`src/rtl/imem_arbiter_if.sv`:
```
// ---------------------------------------------------------------------------
// imem_arbiter_if
//   Bundles the boot handshake, the fetch and loader request/response
//   channels, and the SRAM macro bus of imem_arbiter.
//   slave  : arbiter view (requests/rdata in, grants/responses/mem_* out)
//   master : environment view (CPU fetch, loader and SRAM macro side)
// Ports (signals):
//   boot_done_i/booted_o           boot handshake
//   fetch_* / load_*               requester channels
//   mem_* / mem_rdata_i            SRAM macro, 1-cycle read latency
// ---------------------------------------------------------------------------
interface imem_arbiter_if #(
    parameter int ADDR_W = 14
);
    logic              boot_done_i;
    logic              booted_o;

    logic              fetch_req_i;
    logic [31:0]       fetch_addr_i;
    logic              fetch_gnt_o;
    logic              fetch_rvalid_o;
    logic [31:0]       fetch_rdata_o;
    logic              fetch_err_o;

    logic              load_req_i;
    logic              load_we_i;
    logic [31:0]       load_addr_i;
    logic [3:0]        load_be_i;
    logic [31:0]       load_wdata_i;
    logic              load_gnt_o;
    logic              load_rvalid_o;
    logic [31:0]       load_rdata_o;
    logic              load_err_o;

    logic              mem_en_o;
    logic              mem_we_o;
    logic [3:0]        mem_be_o;
    logic [ADDR_W-3:0] mem_addr_o;
    logic [31:0]       mem_wdata_o;
    logic [31:0]       mem_rdata_i;

    modport slave (
        input  boot_done_i, fetch_req_i, fetch_addr_i,
               load_req_i, load_we_i, load_addr_i, load_be_i, load_wdata_i,
               mem_rdata_i,
        output booted_o, fetch_gnt_o, fetch_rvalid_o, fetch_rdata_o, fetch_err_o,
               load_gnt_o, load_rvalid_o, load_rdata_o, load_err_o,
               mem_en_o, mem_we_o, mem_be_o, mem_addr_o, mem_wdata_o
    );

    modport master (
        output boot_done_i, fetch_req_i, fetch_addr_i,
               load_req_i, load_we_i, load_addr_i, load_be_i, load_wdata_i,
               mem_rdata_i,
        input  booted_o, fetch_gnt_o, fetch_rvalid_o, fetch_rdata_o, fetch_err_o,
               load_gnt_o, load_rvalid_o, load_rdata_o, load_err_o,
               mem_en_o, mem_we_o, mem_be_o, mem_addr_o, mem_wdata_o
    );
endinterface

```
`src/rtl/imem_arbiter.sv`:
```
// ---------------------------------------------------------------------------
// imem_arbiter
//   Single-port access controller for the instruction SRAM, shared by CPU
//   fetch and the program loader. Fetch is held off in BOOT until the loader
//   pulses boot_done; in RUN the loader has priority, but fetch wins once it
//   has been denied STARVE_LIMIT consecutive cycles. Grants are combinational;
//   read responses come back one cycle after the grant, routed to the owner.
// Ports:
//   clk_i  clock (rising edge)
//   rst_i  asynchronous active-high reset
//   bus    imem_arbiter_if.slave: boot handshake, fetch/load channels, SRAM
// Optional feature (macro IMEM_ARB_ERR_EN): out-of-range addresses and
//   misaligned fetches are granted but not forwarded to the SRAM; reads
//   return err=1/rdata=0, writes pulse load_err_o. Without the macro the
//   address is simply truncated and the error outputs stay 0.
// ---------------------------------------------------------------------------
module imem_arbiter #(
    parameter int ADDR_W       = 14,
    parameter int STARVE_LIMIT = 4
) (
    input  logic          clk_i,
    input  logic          rst_i,
    imem_arbiter_if.slave bus
);
    localparam int SW = $clog2(STARVE_LIMIT + 1);

    typedef enum logic {BOOT, RUN} state_e;
    typedef enum logic [1:0] {OWN_NONE, OWN_FETCH, OWN_LOAD} owner_e;

    state_e        state_q, state_d;
    owner_e        owner_q, owner_d;
    logic [SW-1:0] starve_q, starve_d;
    logic          rerr_q, rerr_d;   // outstanding read is an errored access
    logic          werr_q, werr_d;   // errored write: one-cycle load_err pulse
    logic          fetch_bad, load_bad;

`ifdef IMEM_ARB_ERR_EN
    assign fetch_bad = (bus.fetch_addr_i[31:ADDR_W] != '0) || (bus.fetch_addr_i[1:0] != 2'b00);
    assign load_bad  = (bus.load_addr_i[31:ADDR_W] != '0);
    logic unused_load_lo;
    assign unused_load_lo = ^bus.load_addr_i[1:0];
`else
    assign fetch_bad = 1'b0;
    assign load_bad  = 1'b0;
    logic unused_addr_bits;
    assign unused_addr_bits = ^{bus.fetch_addr_i[31:ADDR_W], bus.fetch_addr_i[1:0],
                                bus.load_addr_i[31:ADDR_W], bus.load_addr_i[1:0]};
`endif

    always_ff @(posedge clk_i or posedge rst_i) begin
        if (rst_i) begin
            state_q  <= BOOT;
            owner_q  <= OWN_NONE;
            starve_q <= '0;
            rerr_q   <= 1'b0;
            werr_q   <= 1'b0;
        end else begin
            state_q  <= state_d;
            owner_q  <= owner_d;
            starve_q <= starve_d;
            rerr_q   <= rerr_d;
            werr_q   <= werr_d;
        end
    end

    always_comb begin
        state_d         = state_q;
        owner_d         = OWN_NONE;
        starve_d        = '0;
        rerr_d          = 1'b0;
        werr_d          = 1'b0;
        bus.fetch_gnt_o = 1'b0;
        bus.load_gnt_o  = 1'b0;
        bus.mem_en_o    = 1'b0;
        bus.mem_we_o    = 1'b0;
        bus.mem_be_o    = 4'h0;
        bus.mem_addr_o  = '0;
        bus.mem_wdata_o = '0;

        if (state_q == BOOT) begin
            if (bus.boot_done_i) state_d = RUN;
            bus.load_gnt_o = bus.load_req_i;
        end else begin
            if (bus.fetch_req_i && bus.load_req_i) begin
                if (starve_q == SW'(STARVE_LIMIT)) bus.fetch_gnt_o = 1'b1;
                else                               bus.load_gnt_o  = 1'b1;
            end else begin
                bus.fetch_gnt_o = bus.fetch_req_i;
                bus.load_gnt_o  = bus.load_req_i;
            end
            // Count consecutive denied cycles; any grant or idle cycle clears it.
            if (bus.fetch_req_i && !bus.fetch_gnt_o)
                starve_d = (starve_q == SW'(STARVE_LIMIT)) ? starve_q : starve_q + SW'(1);
        end

        if (bus.fetch_gnt_o) begin
            bus.mem_en_o   = !fetch_bad;
            bus.mem_addr_o = bus.fetch_addr_i[ADDR_W-1:2];
            owner_d        = OWN_FETCH;
            rerr_d         = fetch_bad;
        end else if (bus.load_gnt_o) begin
            bus.mem_en_o    = !load_bad;
            bus.mem_we_o    = bus.load_we_i && !load_bad;
            bus.mem_be_o    = (bus.load_we_i && !load_bad) ? bus.load_be_i : 4'h0;
            bus.mem_addr_o  = bus.load_addr_i[ADDR_W-1:2];
            bus.mem_wdata_o = bus.load_wdata_i;
            if (bus.load_we_i) begin
                werr_d = load_bad;
            end else begin
                owner_d = OWN_LOAD;
                rerr_d  = load_bad;
            end
        end
    end

    assign bus.booted_o       = (state_q == RUN);
    assign bus.fetch_rvalid_o = (owner_q == OWN_FETCH);
    assign bus.fetch_rdata_o  = (owner_q == OWN_FETCH && !rerr_q) ? bus.mem_rdata_i : 32'h0;
    assign bus.fetch_err_o    = (owner_q == OWN_FETCH) && rerr_q;
    assign bus.load_rvalid_o  = (owner_q == OWN_LOAD);
    assign bus.load_rdata_o   = (owner_q == OWN_LOAD && !rerr_q) ? bus.mem_rdata_i : 32'h0;
    assign bus.load_err_o     = ((owner_q == OWN_LOAD) && rerr_q) || werr_q;
endmodule
```
`src/flat_wrapper.sv`:
```
// flat-port wrapper written by rule: the top's interface ports become plain ports
module imem_arbiter_flat 
#(
    parameter int ADDR_W       = 14,
    parameter int STARVE_LIMIT = 4
)
  (clk_i, rst_i, bus_boot_done_i, bus_fetch_req_i, bus_fetch_addr_i, bus_load_req_i, bus_load_we_i, bus_load_addr_i, bus_load_be_i, bus_load_wdata_i, bus_mem_rdata_i, bus_booted_o, bus_fetch_gnt_o, bus_fetch_rvalid_o, bus_fetch_rdata_o, bus_fetch_err_o, bus_load_gnt_o, bus_load_rvalid_o, bus_load_rdata_o, bus_load_err_o, bus_mem_en_o, bus_mem_we_o, bus_mem_be_o, bus_mem_addr_o, bus_mem_wdata_o);
  imem_arbiter_if #(.ADDR_W(ADDR_W)) bus_i ();
  input  logic clk_i;
  input  logic rst_i;
  input wire logic [$bits(bus_i.boot_done_i)-1:0] bus_boot_done_i;
  input wire logic [$bits(bus_i.fetch_req_i)-1:0] bus_fetch_req_i;
  input wire logic [$bits(bus_i.fetch_addr_i)-1:0] bus_fetch_addr_i;
  input wire logic [$bits(bus_i.load_req_i)-1:0] bus_load_req_i;
  input wire logic [$bits(bus_i.load_we_i)-1:0] bus_load_we_i;
  input wire logic [$bits(bus_i.load_addr_i)-1:0] bus_load_addr_i;
  input wire logic [$bits(bus_i.load_be_i)-1:0] bus_load_be_i;
  input wire logic [$bits(bus_i.load_wdata_i)-1:0] bus_load_wdata_i;
  input wire logic [$bits(bus_i.mem_rdata_i)-1:0] bus_mem_rdata_i;
  output wire logic [$bits(bus_i.booted_o)-1:0] bus_booted_o;
  output wire logic [$bits(bus_i.fetch_gnt_o)-1:0] bus_fetch_gnt_o;
  output wire logic [$bits(bus_i.fetch_rvalid_o)-1:0] bus_fetch_rvalid_o;
  output wire logic [$bits(bus_i.fetch_rdata_o)-1:0] bus_fetch_rdata_o;
  output wire logic [$bits(bus_i.fetch_err_o)-1:0] bus_fetch_err_o;
  output wire logic [$bits(bus_i.load_gnt_o)-1:0] bus_load_gnt_o;
  output wire logic [$bits(bus_i.load_rvalid_o)-1:0] bus_load_rvalid_o;
  output wire logic [$bits(bus_i.load_rdata_o)-1:0] bus_load_rdata_o;
  output wire logic [$bits(bus_i.load_err_o)-1:0] bus_load_err_o;
  output wire logic [$bits(bus_i.mem_en_o)-1:0] bus_mem_en_o;
  output wire logic [$bits(bus_i.mem_we_o)-1:0] bus_mem_we_o;
  output wire logic [$bits(bus_i.mem_be_o)-1:0] bus_mem_be_o;
  output wire logic [$bits(bus_i.mem_addr_o)-1:0] bus_mem_addr_o;
  output wire logic [$bits(bus_i.mem_wdata_o)-1:0] bus_mem_wdata_o;
  assign bus_i.boot_done_i = bus_boot_done_i;
  assign bus_i.fetch_req_i = bus_fetch_req_i;
  assign bus_i.fetch_addr_i = bus_fetch_addr_i;
  assign bus_i.load_req_i = bus_load_req_i;
  assign bus_i.load_we_i = bus_load_we_i;
  assign bus_i.load_addr_i = bus_load_addr_i;
  assign bus_i.load_be_i = bus_load_be_i;
  assign bus_i.load_wdata_i = bus_load_wdata_i;
  assign bus_i.mem_rdata_i = bus_mem_rdata_i;
  assign bus_booted_o = bus_i.booted_o;
  assign bus_fetch_gnt_o = bus_i.fetch_gnt_o;
  assign bus_fetch_rvalid_o = bus_i.fetch_rvalid_o;
  assign bus_fetch_rdata_o = bus_i.fetch_rdata_o;
  assign bus_fetch_err_o = bus_i.fetch_err_o;
  assign bus_load_gnt_o = bus_i.load_gnt_o;
  assign bus_load_rvalid_o = bus_i.load_rvalid_o;
  assign bus_load_rdata_o = bus_i.load_rdata_o;
  assign bus_load_err_o = bus_i.load_err_o;
  assign bus_mem_en_o = bus_i.mem_en_o;
  assign bus_mem_we_o = bus_i.mem_we_o;
  assign bus_mem_be_o = bus_i.mem_be_o;
  assign bus_mem_addr_o = bus_i.mem_addr_o;
  assign bus_mem_wdata_o = bus_i.mem_wdata_o;
  imem_arbiter #(.ADDR_W(ADDR_W), .STARVE_LIMIT(STARVE_LIMIT)) u_core (.clk_i(clk_i), .rst_i(rst_i), .bus(bus_i));
endmodule
```
`config.mk`:
```
export PLATFORM = sky130hd
export DESIGN_NAME = imem_arbiter_flat
export DESIGN_NICKNAME = d
export VERILOG_FILES = /design/src/rtl/imem_arbiter_if.sv /design/src/rtl/imem_arbiter.sv /design/src/flat_wrapper.sv
export SDC_FILE = /design/constraint.sdc
export NUM_CORES = 1
export LEC_CHECK = 0
export CAP_MARGIN = 10
export CORE_AREA = 2 2 102 104
export DETAILED_ROUTE_END_ITERATION = 12
export DIE_AREA = 0 0 104 106
export PLACE_DENSITY = 0.6
export SYNTH_ARGS = -nofsm -noshare
export SYNTH_HDL_FRONTEND = slang
export SYNTH_SLANG_ARGS = --single-unit
```
`constraint.sdc`:
```
create_clock -name clk_i -period 2.2 [get_ports clk_i]
set_input_delay 0.66 -clock clk_i [delete_from_list [all_inputs] [get_ports clk_i]]
set_output_delay 0.66 -clock clk_i [all_outputs]
set_load 0.02 [all_outputs]
```
# After elaboration in Yosys (flattened, before gate mapping)
# Index checks and enable logic that the tools add are counted.
# word_totals
wordCells	39
in_bits	138
ff_bits	6
# op_classes
n_eq_ne	4
n_mux	28
add_sub_neg	1
n_reduce_logical	3
# op_table
op	n
$mux 32	4
$mux 12	2
$mux 1	13
$mux 4	3
$mux 3	3
$mux 2	3
$add 3x1->3 const B	1
$eq 3x3->1 const B	1
$ne 3x3->1 const B	1
$eq 2x1->1 const B	1
$eq 2x2->1 const B	1
$logic_and 1x1->1	2
$logic_not 1->1	1

# Longest topological paths before layout
# logic_depth
ltp_word	8
depth_mapped	6

# Worst setup path before layout
# Ideal clock, no wire load.
# synth_path
path_kind	reg2out
from	reg u_core.starve_q[0]
to	out bus_mem_be_o[0]
path_buffers	2
t_arrival_ns	1.437
required_ns	1.540
path_stages_with_launch	7
path_slack_ns	0.103
path_cell_list	dfrtp_1 inv_1 ha_1 and4_1 buf_6 buf_6 nor3_2
# synth_between
elab_chain_cells	6
elab_cells_between_ends	10
classes_between	1 x eq/ne; 9 x mux
# synth_lines
item	line	source
start: declaration	imem_arbiter.sv:32	logic [SW-1:0] starve_q, starve_d;
start signal: assignment	imem_arbiter.sv:60	starve_q <= starve_d;
$eq 3x3->1 (*)	imem_arbiter.sv:85	if (starve_q == SW'(STARVE_LIMIT)) bus.fetch_gnt_o = 1'b1;
$mux 1	imem_arbiter.sv:85	
$mux 1	imem_arbiter.sv:84	if (bus.fetch_req_i && bus.load_req_i) begin
$mux 1	imem_arbiter.sv:80	if (state_q == BOOT) begin
$mux 4 / $mux 1 (equally long branches)	imem_arbiter.sv:101, imem_arbiter.sv:80	
$mux 4 (*)	imem_arbiter.sv:96	if (bus.fetch_gnt_o) begin
end: declaration	flat_wrapper.sv:31	output wire logic [$bits(bus_i.mem_be_o)-1:0] bus_mem_be_o;
# Mark *: on every way between the ends. The rest lies on a longest branch, timed or not. The select of a mux whose other input is x is not followed.

# Final worst setup path
# layout_path
from	in bus_fetch_addr_i[5]
to	out bus_mem_addr_o[3]
# layout_between
elab_chain_cells	1
# layout_lines
item	line	source
start: declaration	flat_wrapper.sv:13	input wire logic [$bits(bus_i.fetch_addr_i)-1:0] bus_fetch_addr_i;
$mux 12	imem_arbiter.sv:96	
end: declaration	flat_wrapper.sv:32	output wire logic [$bits(bus_i.mem_addr_o)-1:0] bus_mem_addr_o;
# No other way between the ends.

==> results.ini <==
[finish]
nets = 567
postLayoutCoreUtil_pct = 38.34
drive_above_1_share_pct = 43.06
fin_area_um2 = 3834
synthToLayoutAreaGrowth_pct = 197.8
diodes = 0

[power]
p_leak_nw = 1.847
ir_drop_uv = 126.0
p_per_area_nw_per_um2 = 251.8
total_power_mw = 0.9655

[timing]
setup_ws_ns = -0.01477
max_freq_mhz = 451.5
finalHoldViolations = 0
grt_setup_unrepaired = true
slew_violations = 0
skew_ns = 0.0001611
period_needed_ns = 2.215
period_share_pct = 100.7
setup_viol_count_final = 11

[logic_synthesis]
yosysUniqueCellTypes = 26
synth.area.top_cells = and2_1 31%, and3_1 16%, dfrtp_1 12%
synth_common_cells = 64 x and2_1, 33 x and3_1, 18 x nand2_1
yosysSeqAreaShare_pct = 11.66
synth_area_um2 = 1287
yosys_warnings = 0
async_reset_ff_share_pct = 100.0
synth-seq-cells = 6
synth_area_per_cell_um2 = 6.637
yosys_most_used_dff = dfrtp_1
syn_inst = 194
synth_top_area_share_pct = 31.10
synth-edff-count = 0
synth.most_common_cell = and2_1
synth_top_cell_by_area = and2_1

[worst_hold_path]
worstHoldStart = u_core.starve_q[0]
min_path_type = flop to flop
min_delay_path_depth = 2
hold_end = u_core.starve_q[0]

[global_routing]
grt_pass1_vias = 2341
gr-total-overflow = 0
grt_pass1_wl_mm = 11.67
grt_max_degree = 41
grt_antenna_before_repair = 0
grt_usage_pct = 13.13

[worst_setup_path]
cp-end-kind = primary output
cp_max_fo = 1
r2r_slack_ns = 0.66
r2r-start = u_core.starve_q[0]
required_ns = 1.54
critPathKind = input port to primary output
crit_arrival_ns = 1.55
r2r_cells = 7
rr_endpoint = u_core.starve_q[2]
cp-start-kind = input port

[drt]
post_drt_wl_per_cell_um = 14.28
dr.pass1.iters = 4
dr_total_vias = 2315
drc = 0
drtIter0Drc = 57
postRouteWirelength_mm = 8.011
postRouteAntennaNets = 0
drt-vias-per-instance = 4.127

[floorplan]
ios = 259
die_h_um = 106
dieArea_um2 = 11020
fp.dieW_um = 104
core_area_um2 = 10000
num_rows = 37
floorplan.initialDensity_pct = 12.88

[place]
gp_congestion = 0.7648
io_buffers = 216
hpwlAfterDp_mm = 6.236
post_dp_cell_area_um2 = 3756

[run_status]
status = finished, violations left
violations = setup timing

[clock_network]
cts.htree.levels = 1
worstSkewPairLatency_ns = 0.22
path_clk_slew_ns = 0.03
cts_tree = built
cts_buffer_depth = 2
cts_sinks = 6
cts_buffers = 3
ctsRootBufferMaster = clkbuf_8

[job]
maxCapViolCount = 0

stage by stage:
step,setup WS [ns],cells,TNS [ns],hold WS (ns)
floorplan,0.1030,195,0,0.4329
global placement,-0.8562,548,-58.78,0.5123
detailed placement,-0.8638,548,-59.91,0.5285
CTS,-0.05162,558,-0.5541,0.5563
global route,-0.07335,561,-0.8676,0.5869
finish,-0.01477,561,-0.1116,0.5497
flip-flops by register name, indices dropped and copies added, names as in the netlist:
name / count
u_core.starve_q: 3
u_core.owner_q: 2
u_core.bus.booted_o: 1
worst max-delay path by stage:
stage	to	cells after the start	startpoint
after CTS	bus_mem_wdata_o[24]	7	u_core.starve_q[1]
after detailed placement	bus_fetch_gnt_o	5	bus_fetch_req_i
final	bus_mem_addr_o[3]	4	bus_fetch_addr_i[5]
after floorplan	bus_mem_be_o[0]	6	u_core.starve_q[0]
after global placement	bus_fetch_gnt_o	5	bus_fetch_req_i
after global routing	bus_mem_addr_o[8]	6	u_core.starve_q[0]
cells by family (layout without fill, tap and decap cells):
group,count (synthesis),in the layout,synth area share (%)
flops,6,6,11.66
compound gates,16,16,9.912
fa+ha+maj,2,2,1.943
simple gates,142,142,65.79
buf+inv,27,257,10.40
other cells,1,2,0.2913
final cells by class:
type,count,area (um^2)
sequential,6,150.1
timing repair buffer,249,2257
fill,1072,6166
inverter,5,22.52
clock buffer,3,41.29
tap,136,170.2
multi-input combinational,162,1192
where the power goes:
group	switching, mW	leakage [nW]	internal (mW)
combinational	0.313	1.75	0.377
clock	0.0422	0.0216	0.117
sequential	0.00188	0.0754	0.115
per-layer routing:
metal | wire, um | GRT usage (%) | up-vias
met1 | 2891 | 13.04 | 1036
li1 | - | - | 1114
met3 | 865 | 4.231 | 6
met5 | 0 | 0 | -
met2 | 4144 | 25.61 | 159
met4 | 109 | 4.440 | 0
critical path, cell delays in order:
cell and delay, ns:
clkdlybuf4s50_1 0.51, nand3_1 0.11, o22ai_2 0.14, buf_6 0.14
repair_timing:
action                     CTS  global route
cloned                       3             2
hold buffers                 0             0
pin swaps                    7            13
setup buffers                4             2
setup endpoints to repair  118            56
resized for setup          436            94
cells in the final DEF (no fill, tap or decap), types with 3 or more instances in the layout:
cell,synthesis,routed
buf_6,2,23
clkbuf_8,0,3
dfrtp_1,6,6
clkbuf_2,0,16
dlygate4sd2_1,0,5
buf_12,0,7
and3_1,33,31
o22ai_2,4,3
buf_2,8,56
and2_1,64,64
nand2_1,18,15
nand3_1,13,13
buf_4,2,22
clkdlybuf4s15_2,0,22
clkdlybuf4s50_1,0,91
nand2_2,0,3
o22ai_4,0,9
Power figures use the tool's default switching activity.
